File: config.mk
export PLATFORM = sky130hd
export DESIGN_NAME = register_bank
export DESIGN_NICKNAME = d
export VERILOG_FILES = /design/src/rtl/register_bank_pkg.sv /design/src/rtl/register_bank_mem_read_ctrl.sv /design/src/rtl/register_bank.sv
export SDC_FILE = /design/constraint.sdc
export NUM_CORES = 1
export LEC_CHECK = 0
export CAP_MARGIN = 40
export CORE_MARGIN = 2
export CORE_UTILIZATION = 40
export DETAILED_ROUTE_END_ITERATION = 10
export PLACE_DENSITY = 0.69
export SLEW_MARGIN = 10
export SYNTH_ARGS = -nofsm -noshare
export SYNTH_HDL_FRONTEND = slang
export SYNTH_HIERARCHICAL = 1
export SYNTH_SLANG_ARGS = --single-unit
File: constraint.sdc
create_clock -name clk -period 8.97 [get_ports clk]
set_clock_uncertainty 0.05 [all_clocks]
set_input_delay 1.794 -clock clk [delete_from_list [all_inputs] [get_ports clk]]
set_output_delay 1.794 -clock clk [all_outputs]
set_load 0.01 [all_outputs]
File: src/rtl/register_bank_pkg.sv
// Shared encodings for the datapath register bank: register indices,
// B_Bus select codes and the memory-read FSM states.
package register_bank_pkg;

    localparam int DATA_W_DEF = 16;
    localparam int NUM_REGS   = 10;

    // wr_en bit positions, also used as register-array indices
    localparam int WR_PC = 0;
    localparam int WR_AR = 1;
    localparam int WR_DR = 2;
    localparam int WR_IR = 3;
    localparam int WR_R1 = 4;
    localparam int WR_R2 = 5;
    localparam int WR_R3 = 6;
    localparam int WR_R4 = 7;
    localparam int WR_TR = 8;
    localparam int WR_AC = 9;

    localparam logic [3:0] BSEL_ZERO = 4'd0;
    localparam logic [3:0] BSEL_PC   = 4'd1;
    localparam logic [3:0] BSEL_AR   = 4'd2;
    localparam logic [3:0] BSEL_DR   = 4'd3;
    localparam logic [3:0] BSEL_IR   = 4'd4;
    localparam logic [3:0] BSEL_R1   = 4'd5;
    localparam logic [3:0] BSEL_R2   = 4'd6;
    localparam logic [3:0] BSEL_R3   = 4'd7;
    localparam logic [3:0] BSEL_R4   = 4'd8;
    localparam logic [3:0] BSEL_TR   = 4'd9;
    localparam logic [3:0] BSEL_AC   = 4'd10;

    typedef enum logic {
        ST_IDLE = 1'b0,
        ST_WAIT = 1'b1
    } mem_state_e;

endpackage

File: src/rtl/register_bank_mem_read_ctrl.sv
// Two-state memory read handshake: holds the request until ack and strobes
// the DR load on the ack cycle.
module mem_read_ctrl
    import register_bank_pkg::*;
(
    input  logic clk,
    input  logic rst,
    input  logic i_start,
    input  logic i_ack,
    output logic o_req,
    output logic o_busy,
    output logic o_dr_valid,
    output logic o_dr_load
);

    mem_state_e r_state;
    mem_state_e w_next;
    logic       r_dr_valid;

    always_ff @(posedge clk or posedge rst) begin
        if (rst) begin
            r_state    <= ST_IDLE;
            r_dr_valid <= 1'b0;
        end else begin
            r_state    <= w_next;
            r_dr_valid <= o_dr_load;
        end
    end

    // A start request while already waiting is deliberately dropped.
    always_comb begin
        w_next    = r_state;
        o_dr_load = 1'b0;
        case (r_state)
            ST_IDLE: if (i_start) w_next = ST_WAIT;
            ST_WAIT: begin
                if (i_ack) begin
                    w_next    = ST_IDLE;
                    o_dr_load = 1'b1;
                end
            end
            default: w_next = ST_IDLE;
        endcase
    end

    // The state is a single flop, so the request is glitch-free.
    assign o_req      = (r_state == ST_WAIT);
    assign o_busy     = (r_state == ST_WAIT);
    assign o_dr_valid = r_dr_valid;

endmodule

File: src/rtl/register_bank.sv
// Architectural register bank: drives the ALU operand buses, writes back
// C_Bus, and fills DR through the memory read handshake.
module register_bank
    import register_bank_pkg::*;
#(
    parameter int               DATA_W = DATA_W_DEF,
    parameter logic [DATA_W-1:0] AC_RST = '0
) (
    input  logic              clk,
    input  logic              rst,
    input  logic [DATA_W-1:0] c_bus,
    input  logic [9:0]        wr_en,
    input  logic [1:0]        inc_en,
    input  logic [3:0]        b_sel,
    input  logic              mem_rd_start,
    input  logic              mem_ack,
    input  logic [DATA_W-1:0] mem_rdata,
    output logic [DATA_W-1:0] a_bus,
    output logic [DATA_W-1:0] b_bus,
    output logic              mem_req,
    output logic [DATA_W-1:0] mem_addr,
    output logic              busy,
    output logic              dr_valid,
    output logic              z_flag,
    output logic [DATA_W-1:0] pc_out,
    output logic [DATA_W-1:0] ir_out
);

    localparam logic [DATA_W-1:0] ONE = {{(DATA_W-1){1'b0}}, 1'b1};

    logic [DATA_W-1:0] r_regs [NUM_REGS];
    logic              r_z;
    logic              w_dr_load;

    mem_read_ctrl u_mem_read_ctrl (
        .clk        (clk),
        .rst        (rst),
        .i_start    (mem_rd_start),
        .i_ack      (mem_ack),
        .o_req      (mem_req),
        .o_busy     (busy),
        .o_dr_valid (dr_valid),
        .o_dr_load  (w_dr_load)
    );

    // Later assignments take priority: increment < C_Bus write < memory data.
    always_ff @(posedge clk or posedge rst) begin
        if (rst) begin
            for (int i = 0; i < NUM_REGS; i++)
                r_regs[i] <= (i == WR_AC) ? AC_RST : '0;
            r_z <= (AC_RST == '0);
        end else begin
            if (inc_en[0]) r_regs[WR_PC] <= r_regs[WR_PC] + ONE;
            if (inc_en[1]) r_regs[WR_AR] <= r_regs[WR_AR] + ONE;
            for (int i = 0; i < NUM_REGS; i++)
                if (wr_en[i]) r_regs[i] <= c_bus;
            if (w_dr_load) r_regs[WR_DR] <= mem_rdata;
            if (wr_en[WR_AC]) r_z <= (c_bus == '0);
        end
    end

    always_comb begin
        b_bus = '0;
        case (b_sel)
            BSEL_PC: b_bus = r_regs[WR_PC];
            BSEL_AR: b_bus = r_regs[WR_AR];
            BSEL_DR: b_bus = r_regs[WR_DR];
            BSEL_IR: b_bus = r_regs[WR_IR];
            BSEL_R1: b_bus = r_regs[WR_R1];
            BSEL_R2: b_bus = r_regs[WR_R2];
            BSEL_R3: b_bus = r_regs[WR_R3];
            BSEL_R4: b_bus = r_regs[WR_R4];
            BSEL_TR: b_bus = r_regs[WR_TR];
            BSEL_AC: b_bus = r_regs[WR_AC];
            default: b_bus = '0;
        endcase
    end

    assign a_bus    = r_regs[WR_AC];
    assign mem_addr = r_regs[WR_AR];
    assign pc_out   = r_regs[WR_PC];
    assign ir_out   = r_regs[WR_IR];
    assign z_flag   = r_z;

endmodule

# Word-level counts from Yosys, hierarchy flattened
# Index checks and enable logic that the tools add are counted.
# op_classes
n_bitwise	1
n_eq_ne	10
mux	12
n_reduce_logical	4
n_addsub	2
# ops
cell	n
one-hot mux 16 bit (10 select lines)	1
2-to-1 mux 16 bit	6
adder 16 x 1 -> 16 bit (second input constant)	2
== test 4 x 3 -> 1 bit (second input constant)	4
zero test 16 bit	1
== test 4 bit (second input constant)	3
== test 4 x 2 -> 1 bit (second input constant)	2
nonzero test 2 bit	3
== test 4 x 1 -> 1 bit (second input constant)	1
2-to-1 mux 1 bit	4
one-hot mux 1 bit (2 select lines)	1
NOT 1 bit	1
# totals
elab_cells	42
reg_bits	163
input_bits	52

# Longest topological paths before layout
# Gate-level depths: netlist of run 1.
# logic_depth
word_depth	3
ltp_mapped	7
mapped_depth_nobuf	5

# Modules after synthesis
# Netlist of run 1, hierarchy kept.
# modules_own_cells
module	area_per_inst_um2	instances	seq_area_each_um2	cells_each
register_bank	8777.2	1	4030.1	799
mem_read_ctrl	82.6	1	50.0	7

# Least setup slack after synthesis of run 1
# OpenSTA, ideal clock, no wires.
# synth_timing
path_kind	input port to output port
from	input b_sel[0]
to	output b_bus[2]
path_buffers	2
arrival_ps	2838
path_stages	6
setup_slack_ps	4288
required_time_ps	7126
path_cell_list	buf_2 > buf_2 > or3b_2 > a21oi_1 > a211oi_1 > o221ai_1
# synth_between
elab_chain_len	2
# synth_rtl
item	line	text
start: declaration	register_bank.sv:14	input logic [3:0] b_sel,
== test 4 bit (tied with other cells)	register_bank.sv:64	case (b_sel)
one-hot mux 16 bit (10 select lines) *	register_bank.sv:64	
end: declaration	register_bank.sv:19	output logic [DATA_W-1:0] b_bus,
# Mark *: on every way between the ends. The rest lies on a longest branch, timed or not.

# Worst setup path after layout of run 1
# layout_timing
from	input b_sel[0]
to	output b_bus[0]
# Same word-level chain as after synthesis.

==> metrics.md, run 1 <==
| Metric | Value |
|---|---|
| Layout cells sized above 1 | `0.2190` |
| # DRC | `0` |
| CTS Buf Count | `17` |
| Fillers | `2,005` |
| Fmax | `148.9 MHz` |
| Router iterations before antenna repair | `5` |
| Hold_buf cts | `0` |
| Antenna violations before repair | `0` |
| Area contributors post-synth | `dfrtp_1 (46%), mux2_2 (16%), buf_4 (5.8%)` |
| Final worst path period share | `0.7489` |
| Number of flops mapped to enable cells by yosys | `0` |
| Final setup fails | `0` |
| Crit-path leading delay family | `buffers and inverters` |
| P&R area growth vs syn | `18.49%` |
| Ys Warns | `6` |
| Worst hold path type | `reg2reg` |
| Ports | `136` |
| Synth Instances | `slightly above 800` |
| Crit path buf inv count | `3` |
| Biggest area consumer among synthesized cells | `dfrtp_1` |
| Hold WS | `roughly 0.45 ns` |
| Netlist cell types | `between 60 and 70` |
| Die Width | `152.8 µm` |
| Sink Count | `163` |
| Mapped cell area | `a little under 9000 µm²` |
| Clock latency on the worst-skew pair | `0.43 ns` |
| Mean Syn Cell Area | `10.99 µm²` |
| Setup repair bufs after CTS | `0` |
| Synth Flop Type | `dfrtp_1` |
| Setup crit end kind | `output pin` |
| Slowest cell on the critical path | `nor2b_1` |
| Critical Path End | `b_bus[0]` |
| Clock root cell | `clkbuf_16` |
| Buffers on Ports | `135` |
| WP depth | `7` |
| CTS tree | `built` |
| Most used cell, CP | `clkdlybuf4s50_1` |
| Status | `complete, no violations` |
| FF-to-FF path depth | `5` |
| Cell Chain, Critical Path | `clkdlybuf4s50_1 > buf_4 > nor2b_1 > a221oi_1 > a211o_1 > o211ai_1 > clkdlybuf4s50_1` |
| Leakage | `0.004169 µW` |
| Global route overflow | `0` |
| Worst-path clk slew | `0.07 ns` |
| CP peak stage delay | `0.76 ns` |
| Vias per inst | `a little under 6` |
| DR WL/cell | `approximately 24 µm` |
| Fin. max-slew vios | `0` |
| Routed wire length | `26,910 µm` |
| Max-Cap Viols | `0` |
| NumNets Final | `between 800 and 900` |
| Seq/Total Area, Yosys | `0.4605` |
| RR Startpoint | `pc_out[1]` |
| Final-report hold violation count | `0` |
| Die area | `~23,000 µm²` |
| Kind of critical path | `in2out` |
| Relative slew slack | `0.3811` |
| Post-synth net total | `860` |
| Cell with the most instances after synthesis | `dfrtp_1` |
| Worst setup SP type | `input pin` |
| Site row count | `between 50 and 60` |
| Worst setup path startpoint | `b_sel[0]` |
| Critical register-to-register path endpoint | `pc_out[12]` |
| Reg2Reg Setup Slack | `7.08 ns` |
| Post-DP HPWL | `approximately 19,000 µm` |
| Core Box Area | `21,760 µm²` |
| 1st-iter DRT viols | `676` |
| GP Congestion | `0.8944` |
| Vias | `6,762` |
| Synthesized flop and latch total | `163` |
| Final Critical Period | `roughly 6.7 ns` |
| All-Layer GR Usage | `0.2339` |
| Vias in the first global route | `6,545` |
| Final TNS setup | `0 ns` |
| Pwr dens | `187.8 nW/µm²` |
| Post_cts resized | `0` |
| Arrival time at the worst endpoint | `4.87 ns` |
| Slew of the pin with the lowest slew margin | `0.9264 ns` |
| Largest net degree at the start of global routing | `71` |
| Most instantiated cells after synthesis | `dfrtp_1 (162), mux2_2 (124), buf_4 (69)` |
| Worst-case clock buffer depth | `2` |
| Initial Util | `0.4072` |
| H-tree levels | `4` |
| Worst vdd ir | `130.1 µV` |
| Synth top area share | `0.4576` |
| Unrepaired setup endpoints after global routing | `false` |
| Routed Antenna Nets | `0` |
| Async set or reset register ratio after synthesis | `1.000` |
| Crit path required time | `7.13 ns` |
| Global-route wire length before repair | `slightly above 40,000 µm` |
| Critical path peak fanout | `34` |
| Die Ht | `around 150 µm` |
| # diodes | `0` |
metrics by stage:
step	setup WS (ns)	utilization	power, µW	cells	cell area (µm²)
after floorplan	2.779	-	1127	806	8860
final	2.252	0.4825	1971	1134	10500
after global routing	2.079	0.4825	2050	1134	10500
after CTS	2.315	0.4825	1979	1134	10500
after detailed placement	2.340	0.4569	1283	1102	9941
after global placement	2.373	0.4499	1270	1091	9787
sequential cells by signal (all words and copies together), names as in the netlist:
register and flops:
a_bus 16, ir_out 16, mem_addr 16, pc_out 16
r_regs 96, u_mem_read_ctrl/o_busy 1, u_mem_read_ctrl/o_dr_valid 1, z_flag 1
layer usage:
metal | GRT usage | up-vias | routed length (µm)
met2 | 0.3515 | 353 | 12330
li1 | - | 2921 | -
met3 | 0.04678 | 53 | 2176
met1 | 0.3346 | 3435 | 11590
met4 | 0.08907 | 0 | 812
met5 | 0 | - | 0
worst min-delay path by stage:
stage / from / end / depth (start not counted)
3_3_place_gp: z_flag / z_flag / 2
2_1_floorplan: r_regs[57] / r_regs[57] / 1
3_5_place_dp: z_flag / z_flag / 2
6_report: z_flag / z_flag / 2
4_1_cts: z_flag / z_flag / 2
5_1_grt: z_flag / z_flag / 2
area by class of cell:
class                   instances  area [µm²]  area share
clock buffers                  18       439.2     0.04184
clock inverters                14       117.6     0.01120
inverters                       9       38.79    0.003695
multi-input cells             497        3919      0.3733
flip-flops and latches        163        4080      0.3887
well taps                     280       350.3     0.03337
repair buffers                153        1553      0.1479
cell usage in the layout (no fill, tap or decap), types with 14 or more instances in the layout:
cell type,n
nor2_1,17
nand3_1,15
nand2_1,60
a22oi_1,20
clkdlybuf4s50_1,134
mux2_2,124
nand4_1,14
dfrtp_1,162
o21ai_0,44
clkbuf_16,17
mux2i_1,28
xnor2_1,14
cells by family (layout without fill, tap and decap cells):
family | after synthesis | after routing | share of synthesized area
and+or+nand+nor | 167 | 167 | 0.1004
DFF | 163 | 163 | 0.4605
muxes | 154 | 154 | 0.1943
AOI/OAI and AO/OA | 149 | 149 | 0.1200
buffers and inverters | 146 | 194 | 0.09716
xor gates and xnor gates | 25 | 25 | 0.02471
adders and majority gates | 2 | 2 | 0.002824
power breakdown:
| part | leakage [µW] | switching [µW] | internal, µW |
|---|---|---|---|
| Clock | 0.000273 | 328 | 369 |
| Sequential | 0.00192 | 83.9 | 811 |
| Combinational | 0.00197 | 181 | 198 |
tightest hold or removal path: stages, from the launching register on:
cell,delay [ns]
dfstp_2,0.37
nand2b_1,0.06
o41ai_1,0.06
Power figures use the tool's default switching activity.
==> run 2, diff against run 1 <==
clock period = 6.2 ns   (was 8.97 ns; I/O delays follow)
==> run 2 against run 1 <==
Against the previous run:
- power grew 49%
- sequential cell count stayed put
- count of clock-buffer cells in the layout rose by 1
- core utilization increased by 0.52 points
- clock power rose by 55%
- wire length increased by 0.61%
- worst hold slack better by 0.0054 ns
- via count fell by 1.2%
- first-iteration DRC count down 19%
- combinational power up 46%
- highest routed layer unchanged
==> metrics.md, run 2 (synthesis results as in run 1) <==
| Metric | Value |
|---|---|
| Cell Chain, Critical Path | `clkdlybuf4s50_1 > buf_4 > nor2b_1 > a22o_1 > a22oi_1 > o22ai_1 > clkdlybuf4s50_1` |
| Final worst path period share | `0.8419` |
| Arrival time at the worst endpoint | `3.93 ns (-0.94 ns)` |
| Fmax | `191.6 MHz` |
| Setup repair bufs after CTS | `0 (unchanged)` |
| Slowest cell on the critical path | `clkdlybuf4s50_1` |
| Most frequent cells in the layout | `dfrtp_1 (162), clkdlybuf4s50_1 (134), mux2_2 (124), nand2_1 (60), o21ai_0 (44)` |
| Worst-case clock buffer depth | `2 (unchanged)` |
| NumNets Final | `900 (+0.56%)` |
| Final TNS setup | `0 ns (unchanged)` |
| Status | `complete, no violations` |
| Hold WS | `0.4512 ns (+0.005415 ns)` |
| Fin. max-slew vios | `0 (unchanged)` |
| Kind of critical path | `in2out` |
| 1st-iter DRT viols | `548 (-19%)` |
| Core Box Area | `21,760 µm² (unchanged)` |
| Most used cell, CP | `clkdlybuf4s50_1` |
| Vias in the first global route | `6,694 (+2.3%)` |
| Max-Cap Viols | `0 (unchanged)` |
| Cells after DPL | `1,107 (+0.45%)` |
| Clock root cell | `clkbuf_16` |
| # DRC | `0 (unchanged)` |
| Largest Register | `r_regs` |
| Vias | `6,679 (-1.2%)` |
| Buffers on Ports | `135 (unchanged)` |
| GP Congestion | `0.9564 (+6.9%)` |
| All-Layer GR Usage | `0.2331 (-0.0008336)` |
| Antenna violations before repair | `0 (unchanged)` |
| Most common cell after layout, fill and taps aside | `dfrtp_1` |
| Final setup fails | `0 (unchanged)` |
| Ports | `136 (unchanged)` |
| Worst hold path type | `reg2reg` |
| Switching share of power | `0.2880 (-0.01273)` |
| H-tree levels | `4 (unchanged)` |
| Die area | `23,360 µm² (unchanged)` |
| Global route overflow | `0 (unchanged)` |
| Critical path peak fanout | `18 (-47%)` |
| Worst setup SP type | `input pin` |
| Hold_buf cts | `0 (unchanged)` |
| DR WL/cell | `23.77 µm (+0.17%)` |
| P&R area growth vs syn | `19.76%` |
| Vias per inst | `5.864 (-1.7%)` |
| Die Width | `152.8 µm (unchanged)` |
| # diodes | `0 (unchanged)` |
| Total chip power | `2930 µW (+49%)` |
| Sink Count | `163 (unchanged)` |
| Max reg flops | `96 (unchanged)` |
| Worst-path clk slew | `0.06 ns (about the same)` |
| Post_cts resized | `0 (unchanged)` |
| Place WS | `1.016 ns (-1.324 ns)` |
| Leakage | `0.004225 µW (+1.3%)` |
| Switch Pwr | `843.9 µW (+42%)` |
| Post-DP HPWL | `19,630 µm (+1.9%)` |
| Routed wire length | `27,080 µm (+0.61%)` |
| Fillers | `1,967 (-1.9%)` |
| Setup crit end kind | `output pin` |
| Final Non-Filler Cells | `1,139 (+0.44%)` |
| Final Critical Period | `5.220 ns` |
| Slew of the pin with the lowest slew margin | `0.7820 ns (-0.1444 ns)` |
| Largest net degree at the start of global routing | `82 (+15%)` |
| Combinational Power Share | `0.189 (-0.003)` |
| Seq pwr share | `0.442 (-0.012)` |
| Crit path required time | `4.91 ns (-2.22 ns)` |
| Routed Antenna Nets | `0 (unchanged)` |
| Clock latency on the worst-skew pair | `0.43 ns (about the same)` |
| Worst vdd ir | `205.0 µV (+58%)` |
| Initial Util | `0.4072 (unchanged)` |
| P_int | `2086 µW (+51%)` |
| CTS tree | `built` |
| Relative slew slack | `0.4770 (+0.09590)` |
| Worst setup margin | `0.9804 ns (-1.272 ns)` |
| Final-report hold violation count | `0 (unchanged)` |
| Die Ht | `152.8 µm (unchanged)` |
| Layout cells sized above 1 | `0.2235 (+0.004546)` |
| Unrepaired setup endpoints after global routing | `false` |
| CTS Buf Count | `17 (unchanged)` |
| Pwr dens | `276.2 nW/µm² (+47%)` |
| Clock share of power | `0.369 (+0.015)` |
| Router iterations before antenna repair | `5 (unchanged)` |
| Site row count | `54 (unchanged)` |
| CP peak stage delay | `0.64 ns (-0.12 ns)` |
| Global-route wire length before repair | `41,480 µm (+0.15%)` |
[run 2: path summary, 6_finish.rpt]
check / from / end / slack, ns / cells past startpoint
hold / removal: r_regs[91] / r_regs[91] / 0.45 / 1
min in group asynchronous: rst / u_mem_read_ctrl/o_dr_valid / 1.04 / 2
max in group asynchronous: rst / ir_out[14] / 3.96 / 3
hold reg to reg: r_regs[91] / r_regs[91] / 0.45 / 1
setup / recovery: b_sel[0] / b_bus[10] / 0.98 / 7
setup reg to reg: pc_out[0] / pc_out[12] / 4.32 / 5
[run 2: metrics by stage]
| stage | utilization | instance area [µm²] |
|---|---|---|
| after global routing | 0.4877 | 10610 |
| after global placement | 0.4516 | 9824 |
| final | 0.4877 | 10610 |
| after CTS | 0.4877 | 10610 |
| after floorplan | - | 8860 |
| after detailed placement | 0.4601 | 10010 |
[run 2: power by group through the flow]
stage / logic (µW) / clock network, µW / registers [µW]
6_report: 554 / 1080 / 1300
2_1_floorplan: 377 / 0 / 1250
3_3_place_gp: 531 / 0 / 1310
4_1_cts: 556 / 1090 / 1290
3_5_place_dp: 553 / 0 / 1310
5_1_grt: 594 / 1140 / 1310
[run 2: per-layer routing]
layer | global-route usage | share of wire | vias up
li1 | - | - | 2933
met1 | 0.3169 | 0.43 | 3366
met2 | 0.3652 | 0.46 | 330
met3 | 0.05812 | 0.086 | 50
met4 | 0.07981 | 0.024 | 0
met5 | 0 | 0 | -
[run 2: layout make-up]
class | instances | area (µm²) | area share
Inverter | 9 | 38.79 | 0.003656
Tap cell | 280 | 350.3 | 0.03302
Timing Repair Buffer | 158 | 1623 | 0.1529
Clock inverter | 13 | 146.4 | 0.01380
Multi-Input combinational cell | 497 | 3919 | 0.3693
Sequential cell | 163 | 4080 | 0.3846
Clock buffer | 19 | 452.9 | 0.04269
[run 2: critical path, delay by kind of cell]
| kind | cells | cell delay, ns |
|---|---|---|
| buf+inv | 3 | 1.53 |
| compound gates | 3 | 0.63 |
| simple gates | 1 | 0.52 |
==> run 3, diff against run 2 <==
clock period = 5.1 ns   (was 6.2 ns; I/O delays follow)
==> run 3 against run 2 <==
Against the previous run:
- sequential cell count unchanged
- core utilization grew 0.35 points
- cell count up 0.61%
- global-route usage increased by 0.76 points
- count of clock-buffer cells in the layout grew 3
- via count is 1.0% higher
- worst hold slack better by 0.0013 ns
- worst setup slack got worse by 0.62 ns
- non-clock buffer count up 7
- largest cell class unchanged
- highest routed layer unchanged
==> metrics.md, run 3 (synthesis results as in run 1) <==
| Metric | Value |
|---|---|
| Slowest cell on the critical path | `clkdlybuf4s50_1` |
| All-Layer GR Usage | `0.2407 (+0.007637)` |
| Reg2Reg Setup Slack | `3.21 ns (-1.11 ns)` |
| Routed Antenna Nets | `0 (unchanged)` |
| Most common cell after layout, fill and taps aside | `dfrtp_1` |
| Slew of the pin with the lowest slew margin | `0.7737 ns (-0.008331 ns)` |
| Final worst path period share | `0.9299` |
| Die Width | `152.8 µm (unchanged)` |
| Clock root cell | `clkbuf_16` |
| Most frequent cells in the layout | `dfrtp_1 (162), clkdlybuf4s50_1 (134), mux2_2 (124), nand2_1 (60), o21ai_0 (44)` |
| FF-to-FF path depth | `5 (unchanged)` |
| # diodes | `0 (unchanged)` |
| # DRC | `0 (unchanged)` |
| Worst Hold Depth | `1 (unchanged)` |
| Combinational Power Share | `0.193 (+0.004)` |
| Max-Cap Viols | `0 (unchanged)` |
| Critical register-to-register path endpoint | `pc_out[12]` |
| Largest Register | `r_regs` |
| Seq pwr share | `0.440 (-0.002)` |
| Post_cts resized | `0 (unchanged)` |
| Vias | `6,746 (+1.0%)` |
| Final-report hold violation count | `0 (unchanged)` |
| NumNets Final | `907 (+0.78%)` |
| Core Box Area | `21,760 µm² (unchanged)` |
| Placed cell areas | `10,090 µm² (+0.77%)` |
| Clock latency on the worst-skew pair | `0.43 ns (about the same)` |
| Relative slew slack | `0.4826 (+0.005572)` |
| Final Critical Period | `approximately 4.7 ns` |
| Kind of critical path | `in2out` |
| Worst-case clock buffer depth | `2 (unchanged)` |
| Critical path peak fanout | `20 (+2)` |
| Global route overflow | `0 (unchanged)` |
| Status | `complete, no violations` |
| RR Startpoint | `pc_out[0]` |
| Fin. max-slew vios | `0 (unchanged)` |
| Die area | `23,360 µm² (unchanged)` |
| Switch Pwr | `1025 µW (+21%)` |
| Fmax | `approximately 210 MHz` |
| Hold path startpoint | `r_regs[38]` |
| 1st-iter DRT viols | `639 (+17%)` |
| Worst hold path type | `reg2reg` |
| Most used cell, CP | `clkdlybuf4s50_1` |
| Initial Util | `0.4072 (unchanged)` |
| Arrival time at the worst endpoint | `3.67 ns (-0.26 ns)` |
| Cell Chain, Critical Path | `clkdlybuf4s50_1 > buf_4 > nor2b_1 > a22oi_1 > a211o_1 > o211ai_1 > clkdlybuf4s50_1` |
| Site row count | `54 (unchanged)` |
| Crit path buf inv count | `3 (unchanged)` |
| Vias per inst | `5.887 (+0.39%)` |
| CTS tree | `built` |
| Fillers | `1,955 (-0.61%)` |
| Hold_buf cts | `0 (unchanged)` |
| Switching share of power | `0.2864 (-0.001579)` |
| Crit path required time | `4.03 ns (-0.88 ns)` |
| P&R area growth vs syn | `20.60%` |
| Routed wire length | `27,990 µm (+3.4%)` |
| P_int | `2553 µW (+22%)` |
| Pwr dens | `334.8 nW/µm² (+21%)` |
| Hold WS | `0.4525 ns (+0.001272 ns)` |
| Unrepaired setup endpoints after global routing | `false` |
| Setup repair bufs after CTS | `0 (unchanged)` |
| Vias in the first global route | `6,660 (-0.51%)` |
| Max reg flops | `96 (unchanged)` |
| Design area | `10,690 µm² (+0.71%)` |
| Leakage | `0.004257 µW (+0.77%)` |
| Ports | `136 (unchanged)` |
| Layout cells sized above 1 | `0.2275 (+0.003967)` |
| Post-DP HPWL | `20,110 µm (+2.4%)` |
| Worst vdd ir | `183.1 µV (-11%)` |
| GP Congestion | `0.9700 (+1.4%)` |
| Router iterations before antenna repair | `5 (unchanged)` |
| DR WL/cell | `24.42 µm (+2.7%)` |
| CTS Buf Count | `17 (unchanged)` |
| H-tree levels | `4 (unchanged)` |
| Largest net degree at the start of global routing | `52 (-37%)` |
| Crit-path leading delay family | `buffers and inverters` |
| Worst setup SP type | `input pin` |
| CP peak stage delay | `0.60 ns (-0.04 ns)` |
| Clock share of power | `0.368 (about the same)` |
| Sink Count | `163 (unchanged)` |
| Global-route wire length before repair | `42,560 µm (+2.6%)` |
| Antenna violations before repair | `0 (unchanged)` |
| Worst-path clk slew | `0.07 ns (about the same)` |
| Buffers on Ports | `135 (unchanged)` |
| Setup crit end kind | `output pin` |
| Die Ht | `152.8 µm (unchanged)` |
| Final setup fails | `0 (unchanged)` |
| Hold Path Sink | `r_regs[38]` |
| Final TNS setup | `0 ns (unchanged)` |
## run 3: changes by cell type in the layout (fill, tap and decap cells not counted), sizes merged
cell and delta:
inv -3, buf +7, clkinv -2, clkinvlp +2, clkbuf +3
## run 3: cell type report
type,count,area [µm²],area share
multi-input combinational,497,3919,0.3667
inverter,9,37.54,0.003513
clock buffer,22,474.2,0.04438
tap,280,350.3,0.03279
timing repair buffer,165,1702,0.1593
sequential,163,4080,0.3819
clock inverter,10,122.6,0.01148
## run 3: through the flow
| stage | util | total power [µW] | cells | setup WS, ns |
|---|---|---|---|---|
| 2_1_floorplan | - | 1983 | 806 | 1.966 |
| 3_3_place_gp | 0.4554 | 2252 | 1104 | 0.4352 |
| 3_5_place_dp | 0.4637 | 2276 | 1114 | 0.4450 |
| 4_1_cts | 0.4911 | 3585 | 1146 | 0.4138 |
| 5_1_grt | 0.4911 | 3711 | 1146 | 0.2473 |
| 6_report | 0.4911 | 3577 | 1146 | 0.3573 |
## run 3: worst max path at each step
stage,startpoint,to,cells after the start
after floorplan,b_sel[0],b_bus[2],6
after CTS,b_sel[0],b_bus[0],7
after detailed placement,b_sel[0],b_bus[0],7
final,b_sel[0],b_bus[0],7
after global routing,b_sel[0],b_bus[0],7
after global placement,b_sel[0],b_bus[0],7
## run 3: worst register-to-register path: stages (launching register included)
cell,delay (ns)
dfrtp_1,0.54
ha_1,0.27
nand2_1,0.17
nor4_1,0.38
xor2_1,0.10
mux2_2,0.26
## run 3: metal layers
metal  GRT usage  wire, µm  vias to the layer above
met2      0.3669     12620                      291
met5           0         0                        -
met4     0.07584       751                        0
li1            -         -                     2960
met3     0.05330      1995                       44
met1      0.3431     12620                     3451
## run 3: power groups by stage
stage               registers (µW)  clock network, µW  logic (µW)
floorplan                     1520                  0         459
global placement              1590                  0         662
detailed placement            1590                  0         685
CTS                           1570               1330         689
global route                  1590               1390         736
finish                        1570               1310         689
